<file path="config.mk">
export PLATFORM = sky130hd
export DESIGN_NAME = fmr_fault_monitor
export DESIGN_NICKNAME = d
export VERILOG_FILES = /design/src/rtl/fmr_fault_monitor.sv
export SDC_FILE = /design/constraint.sdc
export NUM_CORES = 1
export LEC_CHECK = 0
export BUFFER_PORTS_ARGS = -buffer_cell sky130_fd_sc_hd__clkbuf_2
export CORE_ASPECT_RATIO = 1.75
export CORE_MARGIN = 1
export CORE_UTILIZATION = 53
export DETAILED_ROUTE_END_ITERATION = 16
export PLACE_DENSITY_LB_ADDON = 0.08
export SYNTH_ARGS = -nofsm -noshare
export SYNTH_HDL_FRONTEND = slang
export SYNTH_SLANG_ARGS = --single-unit
</file>
<file path="constraint.sdc">
create_clock -name clk -period 9.22 [get_ports clk]
set_clock_uncertainty 0.15 [all_clocks]
set_input_delay 0.461 -clock clk [delete_from_list [all_inputs] [get_ports clk]]
set_output_delay 0.461 -clock clk [all_outputs]
set_load 0.05 [all_outputs]
</file>
<file path="src/rtl/fmr_fault_monitor.sv">
// fmr_fault_monitor
//
// Per-replica health monitor for the five-module-redundant datapath. It sits
// behind the 5-input majority voter and watches the five replica bits along
// with the voted bit. Each replica has a leaky saturating mismatch counter.
// When a counter reaches FAULT_TH, a sticky fault flag is raised for that
// replica. When three or more replicas are faulty, quorum_lost is asserted.
//
// Optional feature: define FMR_MON_SELFCHECK_EN to build an internal majority
// recompute. It sets the sticky voter_err flag whenever the incoming voted bit
// disagrees with the majority of rep. Without the macro, voter_err is
// constant 0 and no majority logic is built.
//
// Ports:
//    clk          system clock, rising edge
//    rst_n        asynchronous active-low reset
//    valid_in     rep/voted carry a sample this cycle
//    rep[4:0]     replica outputs a..e (bit 0 = a)
//    voted        voter output for the same sample
//    clr_faults   synchronous clear of counters, flags and leak timer
//    fault[4:0]   sticky per-replica fault flags
//    n_faulty     popcount of fault
//    quorum_lost  n_faulty >= 3
//    err_pulse    one-cycle pulse: last valid sample had a mismatch
//    voter_err    sticky voter self-check failure
module fmr_fault_monitor #(
   parameter int CNT_W       = 4,
   parameter int FAULT_TH    = 8,
   parameter int LEAK_PERIOD = 16
) (
   input  logic       clk,
   input  logic       rst_n,
   input  logic       valid_in,
   input  logic [4:0] rep,
   input  logic       voted,
   input  logic       clr_faults,
   output logic [4:0] fault,
   output logic [2:0] n_faulty,
   output logic       quorum_lost,
   output logic       err_pulse,
   output logic       voter_err
);

   localparam int              TW        = (LEAK_PERIOD > 1) ? $clog2(LEAK_PERIOD) : 1;
   localparam logic [CNT_W-1:0] CNT_MAX   = '1;
   localparam logic [CNT_W-1:0] TH        = CNT_W'(FAULT_TH);
   localparam logic [TW-1:0]    LEAK_LAST = TW'(LEAK_PERIOD - 1);

   logic [4:0][CNT_W-1:0] cnt;
   logic [4:0][CNT_W-1:0] cnt_next;
   logic [TW-1:0]         timer;
   logic [TW-1:0]         timer_next;
   logic [4:0]            mism;
   logic [4:0]            fault_next;
   logic [2:0]            n_faulty_next;
   logic                  leak;
   logic                  voter_err_next;

   function automatic logic [2:0] popcount5(input logic [4:0] v);
      logic [2:0] s;
      s = '0;
      for (int i = 0; i < 5; i++) begin
         s = s + {2'b00, v[i]};
      end
      return s;
   endfunction

   // Next state assuming the current cycle carries a valid sample. The
   // register block only commits it when valid_in is high and no clear is
   // pending. A mismatching replica always counts up, even on a leak cycle,
   // so a persistently bad replica is never slowed down by the leak.
   always_comb begin
      mism       = rep ^ {5{voted}};
      leak       = (timer == LEAK_LAST);
      timer_next = leak ? '0 : timer + 1'b1;
      cnt_next   = cnt;
      fault_next = fault;
      for (int i = 0; i < 5; i++) begin
         if (mism[i]) begin
            if (cnt[i] != CNT_MAX) begin
               cnt_next[i] = cnt[i] + 1'b1;
            end
         end else if (leak && (cnt[i] != '0)) begin
            cnt_next[i] = cnt[i] - 1'b1;
         end
         fault_next[i] = fault[i] | (cnt_next[i] >= TH);
      end
      n_faulty_next = popcount5(fault_next);
   end

`ifdef FMR_MON_SELFCHECK_EN
   // Independent majority recompute, used to catch a broken upstream voter.
   always_comb begin
      voter_err_next = voter_err | ((popcount5(rep) >= 3'd3) != voted);
   end
`else
   always_comb begin
      voter_err_next = 1'b0;
   end
`endif

   // All outputs are registered from the same next-state vectors, so
   // fault, n_faulty and quorum_lost always agree. A clear wins over a
   // simultaneous sample, and that sample is dropped.
   always_ff @(posedge clk or negedge rst_n) begin
      if (!rst_n) begin
         cnt         <= '0;
         timer       <= '0;
         fault       <= '0;
         n_faulty    <= '0;
         quorum_lost <= 1'b0;
         err_pulse   <= 1'b0;
         voter_err   <= 1'b0;
      end else if (clr_faults) begin
         cnt         <= '0;
         timer       <= '0;
         fault       <= '0;
         n_faulty    <= '0;
         quorum_lost <= 1'b0;
         err_pulse   <= 1'b0;
         voter_err   <= 1'b0;
      end else if (valid_in) begin
         cnt         <= cnt_next;
         timer       <= timer_next;
         fault       <= fault_next;
         n_faulty    <= n_faulty_next;
         quorum_lost <= (n_faulty_next >= 3'd3);
         err_pulse   <= |mism;
         voter_err   <= voter_err_next;
      end else begin
         err_pulse   <= 1'b0;
      end
   end

endmodule

</file>
# Word level (Yosys, flattened, before mapping)
# Cells that the tools add are included.
[totals]
register_bits = 35
in_bits = 10
out_inout_bits = 11
elab_cells = 86
[classes]
n_addsub = 15
order_cmp = 6
eq_ne = 6
n_mux = 30
bitwise = 6
n_reduce_logical = 12
[op_table]
columns = ["op", "count"]
rows = [
  ["$mux 4", 18],
  ["$mux 20", 2],
  ["$add 4x1->4 const B", 6],
  ["$ge 4x4->1 const B", 5],
  ["$ne 4x4->1 const B", 5],
  ["$reduce_bool 4->1", 5],
  ["$sub 4x1->4 const B", 5],
  ["$mux 5", 2],
  ["$add 3x1->3", 2],
  ["$mux 1", 6],
  ["$mux 3", 2],
  ["$logic_and 1x1->1", 5],
  ["$or 1x1->1", 5],
  ["$reduce_or 5->1", 1],
  ["$xor 5x5->5", 1],
  ["$eq 4x4->1 const B", 1],
  ["$add 2x1->3", 1],
  ["$ge 3x2->1 const B", 1],
  ["$add 1x1->2", 1],
  ["$reduce_bool 2->1", 1],
]

# Longest topological paths before layout
# Gate-level depths: netlist (run 1).
[depth]
depth_word = 13
ltp_mapped = 15
mapped_depth_nobuf = 14

# Worst setup path before layout (run 1)
# Ideal clock, no wire load.
[synth_path]
path_kind = "reg-to-reg"
start = "register timer[0]"
end = "register quorum_lost"
setup_ns = 0.139
arrival_time_ns = 2.946
required_time_ns = 8.931
setup_slack_ns = 5.985
path_stages_with_launch = 13
n_path_buf = 0
period_less_slack_ns = 3.235
path_cell_list = "dfrtp_1 ha_1 nand3_4 or4_4 mux2i_2 a21oi_1 fa_1 inv_1 fa_1 inv_1 ha_1 a21oi_1 a211oi_1"
[synth_via]
elab_chain_cells = 13
elab_cells_between_ends = 33
classes_between = "add/sub: 4; order compare: 6; eq/ne: 1; mux: 12; bitwise: 5; reduce/logical: 5"
[synth_rtl]
columns = ["item", "line_no", "rtl"]
rows = [
  ["from (decl)", "51", "logic [TW-1:0] timer;"],
  ["from (signal assigned)", "124", "timer <= timer_next;"],
  ["$eq 4x4->1 (*)", "74", "leak = (timer == LEAK_LAST);"],
  ["$logic_and 1x1->1", "83", "end else if (leak && (cnt[i] != '0)) begin"],
  ["$mux 4", "83", ""],
  ["$mux 4", "79", "if (mism[i]) begin"],
  ["$ge 4x4->1", "86", "fault_next[i] = fault[i] | (cnt_next[i] >= TH);"],
  ["$or 1x1->1", "86", ""],
  ["$add 1x1->2", "63", "s = s + {2'b00, v[i]};"],
  ["$add 2x1->3", "63", ""],
  ["$add 3x1->3", "63", ""],
  ["$add 3x1->3 (*)", "63", ""],
  ["$ge 3x2->1 (*)", "127", "quorum_lost <= (n_faulty_next >= 3'd3);"],
  ["$mux 1 (*)", "122", "end else if (valid_in) begin"],
  ["$mux 1 (*)", "114", "end else if (clr_faults) begin"],
  ["to (signal assigned)", "127", ""],
  ["to (decl)", "39", "output logic quorum_lost,"],
]
# Every way passes the cells marked *; elsewhere a longest branch is shown, timed or not. The select of a mux whose other input is x is not followed.
# A chain may end at the register's enable or synchronous reset.

# Worst setup path in the final report (run 1)
# Ends and elaborated chain as after synthesis.

==> impl_metrics.py, run 1 <==
metrics = {
    "drt": {
        "vias_per_cell": 6.25,
        "dr_wl_met2_um": 3040,
        "ant_nets": 0,
        "dr_total_vias": 2295,
        "wl_met1_um": 2560,
        "drtIter0Drc": 84,
        "wl_um": 6010,
        "drcViolationCount": 0,
        "wire_per_inst_um": 16.4,
        "dr_wl_met3_um": 237,
        "top_layer": "met4",
        "drtPass1Iterations": 4,
    },
    "layout": {
        "nets": 337,
        "drive_gt1_share_pct": 16.3,
        "area_delta_synth_final_pct": 4.88,
        "nFillCells": 479,
        "antennaDiodeCount": 0,
        "final_util_pct": 57.8,
        "stdcell_area_sq_um": 2880,
    },
    "logic_synthesis": {
        "synth_seq_cells": 34,
        "synth_area_per_cell_sq_um": 8.97,
        "synth_top_cell_area_share_pct": 31.0,
        "yosysMostFrequentCell": "dfrtp_1",
        "syn_nets": 331,
        "seq_area_frac_synth_pct": 31.0,
        "synth-async-reset-ratio_pct": 100,
        "synth_largest_area_cell": "dfrtp_1",
        "synth_edf_count": 0,
        "synthTopCellsByArea": "dfrtp_1 31%, ha_1 5.9%, a21oi_1 5.1%",
        "synthCells": 306,
        "syn_area_sq_um": 2740,
        "yosysUniqueCellTypes": 70,
        "ys.flop_type": "dfrtp_1",
        "ys_warn_count": 0,
        "yosys-top-cells-count": "34 x dfrtp_1, 32 x nor2_1, 28 x a21oi_1, 21 x inv_1, 15 x o21ai_0",
    },
    "timing": {
        "fin_crit_sh_pct": 38.8,
        "fin_ws_ns": 5.64,
        "setup_viol": 0,
        "rsz0062_at_grt": "false",
        "worst_pin_slew_ns": 0.891,
        "min_period_ns": 3.58,
        "fmax_mhz": 280,
        "slew_violations": 0,
        "hold_viol": 0,
        "timing.setup.tns_ns": 0,
        "max_slew_margin_pct": 40.6,
    },
    "place": {
        "place_congestion": 0.832,
        "dp_hpwl_um": 4220,
        "placed_area_sq_um": 2770,
        "portBuffers": 19,
        "post-place-ws_ns": 5.63,
    },
    "cts": {
        "postCtsSetupRepairBufs": 0,
        "cts_tree": "yes",
        "cts_buffers": 5,
        "path_clk_slew_ns": 0.07,
        "htree_num_levels": 2,
        "cts_resized": 0,
        "cts_sinks": 34,
        "cts-root-buf": "clkbuf_8",
        "clk_latency_ns": 0.28,
        "cts_hold_buf": 0,
        "cts_buffer_depth": 2,
    },
    "worst_setup_path": {
        "regToRegSetupSlack_ns": 5.64,
        "timing.critical_path.to": "quorum_lost$_DFFE_PN0P_",
        "cp.arrival_ns": 3.56,
        "cp_cell_sequence": "ha_1 -> and3_1 -> a21oi_1 -> a211oi_1 -> o21ai_0 -> fa_1 -> inv_1 -> fa_1 -> inv_1 -> ha_1 -> a21oi_1 -> a211oi_1",
        "crit_start": "timer[0]$_DFFE_PN0P_",
        "worstReg2RegStart": "timer[0]$_DFFE_PN0P_",
        "cpPeakStageDelay_ns": 0.52,
        "rr_endpoint": "quorum_lost$_DFFE_PN0P_",
        "start_kind": "register",
        "r2r_cells": 12,
        "crit_type": "register to register",
        "cp.required_ns": 9.20,
        "cp-end-kind": "register",
        "cpMaxStageDelayCell": "and3_1",
        "worstPathMaxFanout": 16,
    },
    "floorplanning": {
        "core_area_sq_um": 4980,
        "rows": 34,
        "fp.dieW_um": 56.4,
        "num_io_pins": 21,
        "die_area_sq_um": 5480,
        "start_util_pct": 55.1,
        "die_h_um": 97.2,
    },
    "global_routing": {
        "grt_antenna_before_repair": 0,
        "grt_max_degree": 35,
        "grt_pass1_wl_um": 10200,
        "grt.overflow.total": 0,
        "grt_usage_pct": 23.3,
        "grt_pass1_vias": 2293,
    },
    "pwr": {
        "ir_drop_mv": 0.110,
        "power.leakage_nw": 1.27,
        "power_density_nw_per_um2": 146,
    },
    "run": {
        "max-cap-violations": 0,
    },
    "outcome": {
        "status": "complete, no violations",
    },
    "min_path": {
        "hp-class": "input port to async pin",
    },
}
final cells by class:
type | instances | area, sq um | share of cell area, %
Multi-Input combinational cell | 231 | 1680 | 58.2
Sequential cell | 34 | 851 | 29.6
Clock buffer | 8 | 110 | 3.83
Timing Repair Buffer | 19 | 95.1 | 3.30
Inverter | 21 | 78.8 | 2.74
Tap cell | 54 | 67.6 | 2.35
per-stage QoR:
step	hold WS, ns	std cells	power [mW]
final	0.140	367	0.420
after global routing	0.226	367	0.443
after CTS	0.162	367	0.425
after detailed placement	0.365	359	0.292
after global placement	0.357	359	0.290
after floorplan	0.0154	306	0.266
report_power, final:
group	total [mW]	switching [mW]	internal, mW
Sequential	0.170	0.0110	0.159
Clock	0.131	0.0556	0.0755
Combinational	0.119	0.0770	0.0423
Total	0.420	0.144	0.277
cells by family after synthesis:
| kind of cell | Yosys count | synth area share (%) |
|---|---|---|
| AO/OA/AOI/OAI | 89 | 22.5 |
| XOR/XNOR | 10 | 5.52 |
| adder cells (fa/ha/maj) | 15 | 7.39 |
| buffers and inverters | 41 | 7.93 |
| flip-flops | 34 | 31.0 |
| multiplexers | 13 | 5.43 |
| other | 1 | 0.137 |
| AND/OR/NAND/NOR | 103 | 20.1 |
registers in the layout (all words and copies together), names as in the netlist:
signal and flops:
quorum_lost 1, timer 4, err_pulse 1, cnt 20
n_faulty 3, fault 5
critical path: cells and delay by family (launching register included):
kind / cells / cell delay [ns]
fa+ha+maj: 4 / 1.39
compound gates: 5 / 0.82
simple gates: 1 / 0.52
flops: 1 / 0.40
buf+inv: 2 / 0.13
how the worst min path moves through the flow:
stage	from	end	slack, ns
after floorplan	rst_n	cnt[0]$_DFFE_PN0P_	0.02
after global placement	n_faulty[0]$_DFFE_PN0P_	n_faulty[0]$_DFFE_PN0P_	0.36
after detailed placement	n_faulty[2]$_DFFE_PN0P_	n_faulty[2]$_DFFE_PN0P_	0.37
after CTS	rst_n	fault[0]$_DFFE_PN0P_	0.16
after global routing	rst_n	fault[0]$_DFFE_PN0P_	0.23
final	rst_n	cnt[4]$_DFFE_PN0P_	0.14
cell usage in the layout, fill, tap and decap left out, types with 4 or more instances in the layout:
| cell type | count |
|---|---|
| mux2i_1 | 6 |
| clkbuf_8 | 8 |
| nand3_1 | 9 |
| and3_1 | 8 |
| dfrtp_1 | 34 |
| clkbuf_2 | 19 |
| nor2_1 | 32 |
| nor3_1 | 10 |
| a211oi_1 | 5 |
| o21a_1 | 5 |
| o21ai_0 | 15 |
| ha_1 | 13 |
| nand4_1 | 5 |
| a31oi_1 | 5 |
| nand2_1 | 13 |
| xor2_2 | 4 |
| inv_1 | 21 |
| a21oi_1 | 28 |
| nor2b_1 | 5 |
routing by layer:
metal | up-vias | track usage, %
met4 | 0 | 10.9
met1 | 1109 | 26.6
met5 | - | 0
li1 | 1124 | -
met2 | 47 | 41.1
met3 | 15 | 4.39
No activity file was read; power rests on OpenSTA's default activity.
==> inputs of run 2 (changes only) <==
==> constraint.sdc (replaced) <==
create_clock -name clk -period 2.9 [get_ports clk]
set_clock_uncertainty 0.15 [all_clocks]
set_input_delay 0.145 -clock clk [delete_from_list [all_inputs] [get_ports clk]]
set_output_delay 0.145 -clock clk [all_outputs]
set_load 0.05 [all_outputs]
==> run 2 against run 1 <==
First-iteration DRC count increased by 3.6%. The flow now finishes with violations (setup timing). Highest routed layer unchanged. Clock power grew to 2.6 times the previous value. Wire length increased by 14%. Flip-flop and latch count stayed put. Count of clock-buffer cells in the layout down 1. Utilization rose by 7.4 points. Worst setup slack got worse by 5.8 ns. Worst hold slack got worse by 0.021 ns. Via count increased by 8.5%. Fmax rose by 16%. Largest cell class unchanged. Sequential share of layout area down 3.4 points.
==> impl_metrics.py, run 2 (same netlist as run 1, synthesis figures left out) <==
metrics = {
    "worst_setup_path": {
        "crit_type": "register to register",
        "worstPathMaxFanout": 6,
        "critPathBufInv": 1,
        "cpMaxStageDelayCell": "fa_2",
        "cp_cell_sequence": "ha_4 -> and3_4 -> and3_4 -> a211oi_4 -> o21ai_2 -> fa_1 -> inv_2 -> fa_2 -> nor2_4 -> a21oi_4 -> a211oi_2",
        "cp.required_ns": 2.91,
        "cpPeakStageDelay_ns": 0.59,
        "start_kind": "register",
        "worst_path_most_repeated_cell": "and3_4",
        "cp-end-kind": "register",
        "cp.arrival_ns": 3.10,
        "critical_path.top_delay_family": "adder cells",
    },
    "pwr": {
        "power.leakage_nw": 1.45,
        "power_density_nw_per_um2": 426,
        "ir_drop_mv": 0.356,
    },
    "layout": {
        "nFillCells": 466,
        "largest_reg_flops": 20,
        "nets": 377,
        "final_util_pct": 65.3,
        "antennaDiodeCount": 0,
        "drive_gt1_share_pct": 29.0,
        "area_delta_synth_final_pct": 18.4,
        "multi_input_area_sq_um": 1780,
        "register_area_sq_um": 851,
        "stdcell_area_sq_um": 3250,
        "largest_registers": "cnt: 20 flops, fault: 5 flops, timer: 4 flops",
        "layout.cells.most_common": "buf_4",
        "top_register": "cnt",
        "layout_common_cells": "39 x buf_4, 34 x dfrtp_1, 31 x nor2_1, 26 x a21oi_1",
    },
    "place": {
        "dp_hpwl_um": 4990,
        "portBuffers": 19,
        "placed_area_sq_um": 3090,
        "place_congestion": 0.783,
    },
    "drt": {
        "drtPass1Iterations": 5,
        "ant_nets": 0,
        "dr_total_vias": 2491,
        "drcViolationCount": 0,
        "vias_per_cell": 6.14,
        "drtIter0Drc": 87,
        "wl_um": 6870,
        "wire_per_inst_um": 16.9,
    },
    "floorplanning": {
        "die_h_um": 97.2,
        "num_io_pins": 21,
        "die_area_sq_um": 5480,
        "fp.dieW_um": 56.4,
        "rows": 34,
        "start_util_pct": 55.1,
        "core_area_sq_um": 4980,
    },
    "timing": {
        "hold_viol": 0,
        "fin_ws_ns": -0.195,
        "min_period_ns": 3.09,
        "worst_pin_slew_ns": 0.922,
        "fin_crit_sh_pct": 107,
        "rsz0062_at_grt": "true",
        "fmax_mhz": 323,
        "slew_violations": 0,
        "setup_viol": 4,
        "max_slew_margin_pct": 38.6,
    },
    "global_routing": {
        "grt_usage_pct": 27.4,
        "grt_max_degree": 35,
        "grt.overflow.total": 0,
        "grt_pass1_vias": 2519,
        "grt_antenna_before_repair": 0,
        "grt_pass1_wl_um": 11700,
    },
    "cts": {
        "htree_num_levels": 2,
        "cts_buffer_depth": 2,
        "clk_latency_ns": 0.29,
        "cts_sinks": 34,
        "cts-root-buf": "clkbuf_8",
        "cts_tree": "yes",
        "path_clk_slew_ns": 0.07,
        "cts_buffers": 5,
    },
    "outcome": {
        "status": "finished, violations left",
        "violations": "setup timing",
    },
    "min_path": {
        "hp-class": "input port to register",
    },
    "run": {
        "max-cap-violations": 0,
    },
}
-- run 2: cell count changes in the layout (fill, tap and decap cells not counted), sizes merged --
cell / change
buf: +39
clkbuf: -1
dlygate4sd3: +1
-- run 2: power by group --
part / leakage [nW] / switching, mW / total (mW) / internal, mW
clock network: 0.0383 / 0.177 / 0.342 / 0.165
logic: 0.953 / 0.296 / 0.503 / 0.207
registers: 0.463 / 0.0332 / 0.539 / 0.506
-- run 2: final cells by class --
cell class	instances	area share [%]
timing repair buffer	59	12.2
sequential	34	26.2
clock buffer	7	2.35
multi-input combinational	231	54.7
tap	54	2.08
inverter	21	2.43
-- run 2: worst paths after layout --
path / startpoint / to / slack [ns] / cells after the start
worst max-delay path: timer[0]$_DFFE_PN0P_ / quorum_lost$_DFFE_PN0P_ / -0.19 / 11
worst min-delay path: clr_faults / cnt[1]$_DFFE_PN0P_ / 0.12 / 2
worst max register to register: timer[0]$_DFFE_PN0P_ / quorum_lost$_DFFE_PN0P_ / -0.19 / 11
worst min register to register: n_faulty[0]$_DFFE_PN0P_ / n_faulty[0]$_DFFE_PN0P_ / 0.40 / 2
max in group asynchronous: rst_n / fault[4]$_DFFE_PN0P_ / 1.66 / 2
min in group asynchronous: rst_n / timer[2]$_DFFE_PN0P_ / 0.37 / 2
-- run 2: worst register-to-register path, stage by stage (launching register included) --
cell      delay [ns]
dfrtp_1         0.41
ha_4            0.19
and3_4          0.17
and3_4          0.18
a211oi_4        0.28
o21ai_2         0.11
fa_1            0.58
inv_2           0.05
fa_2            0.59
nor2_4          0.05
a21oi_4         0.14
a211oi_2        0.07
-- run 2: routing by layer --
metal / vias up / global-route usage (%) / routed length (um)
li1: 1210 / - / -
met1: 1207 / 31.6 / 2720
met2: 54 / 50.7 / 3810
met3: 20 / 2.93 / 202
met4: 0 / 9.76 / 143
met5: - / 0 / 0
-- run 2: through the flow --
step	setup TNS (ns)	std cells	power, mW	hold WS [ns]	setup slack, ns
3_3_place_gp	-0.341	396	0.986	0.179	-0.150
5_1_grt	-1.16	406	1.46	0.158	-0.319
4_1_cts	-0.453	405	1.35	0.125	-0.174
6_report	-0.643	406	1.38	0.119	-0.195
3_5_place_dp	-0.428	396	0.997	0.177	-0.199
2_1_floorplan	-0.356	306	0.862	-0.301	-0.151
-- run 2: what timing repair did --
action                                  in CTS  in global routing
pin swaps                                    3                  6
endpoints found under the hold margin       34                  0
resized for setup                            3                 10
endpoints found under the setup margin       4                  4
gates cloned                                 0                  0
hold buffers                                 1                  0
setup buffers                                1                  1
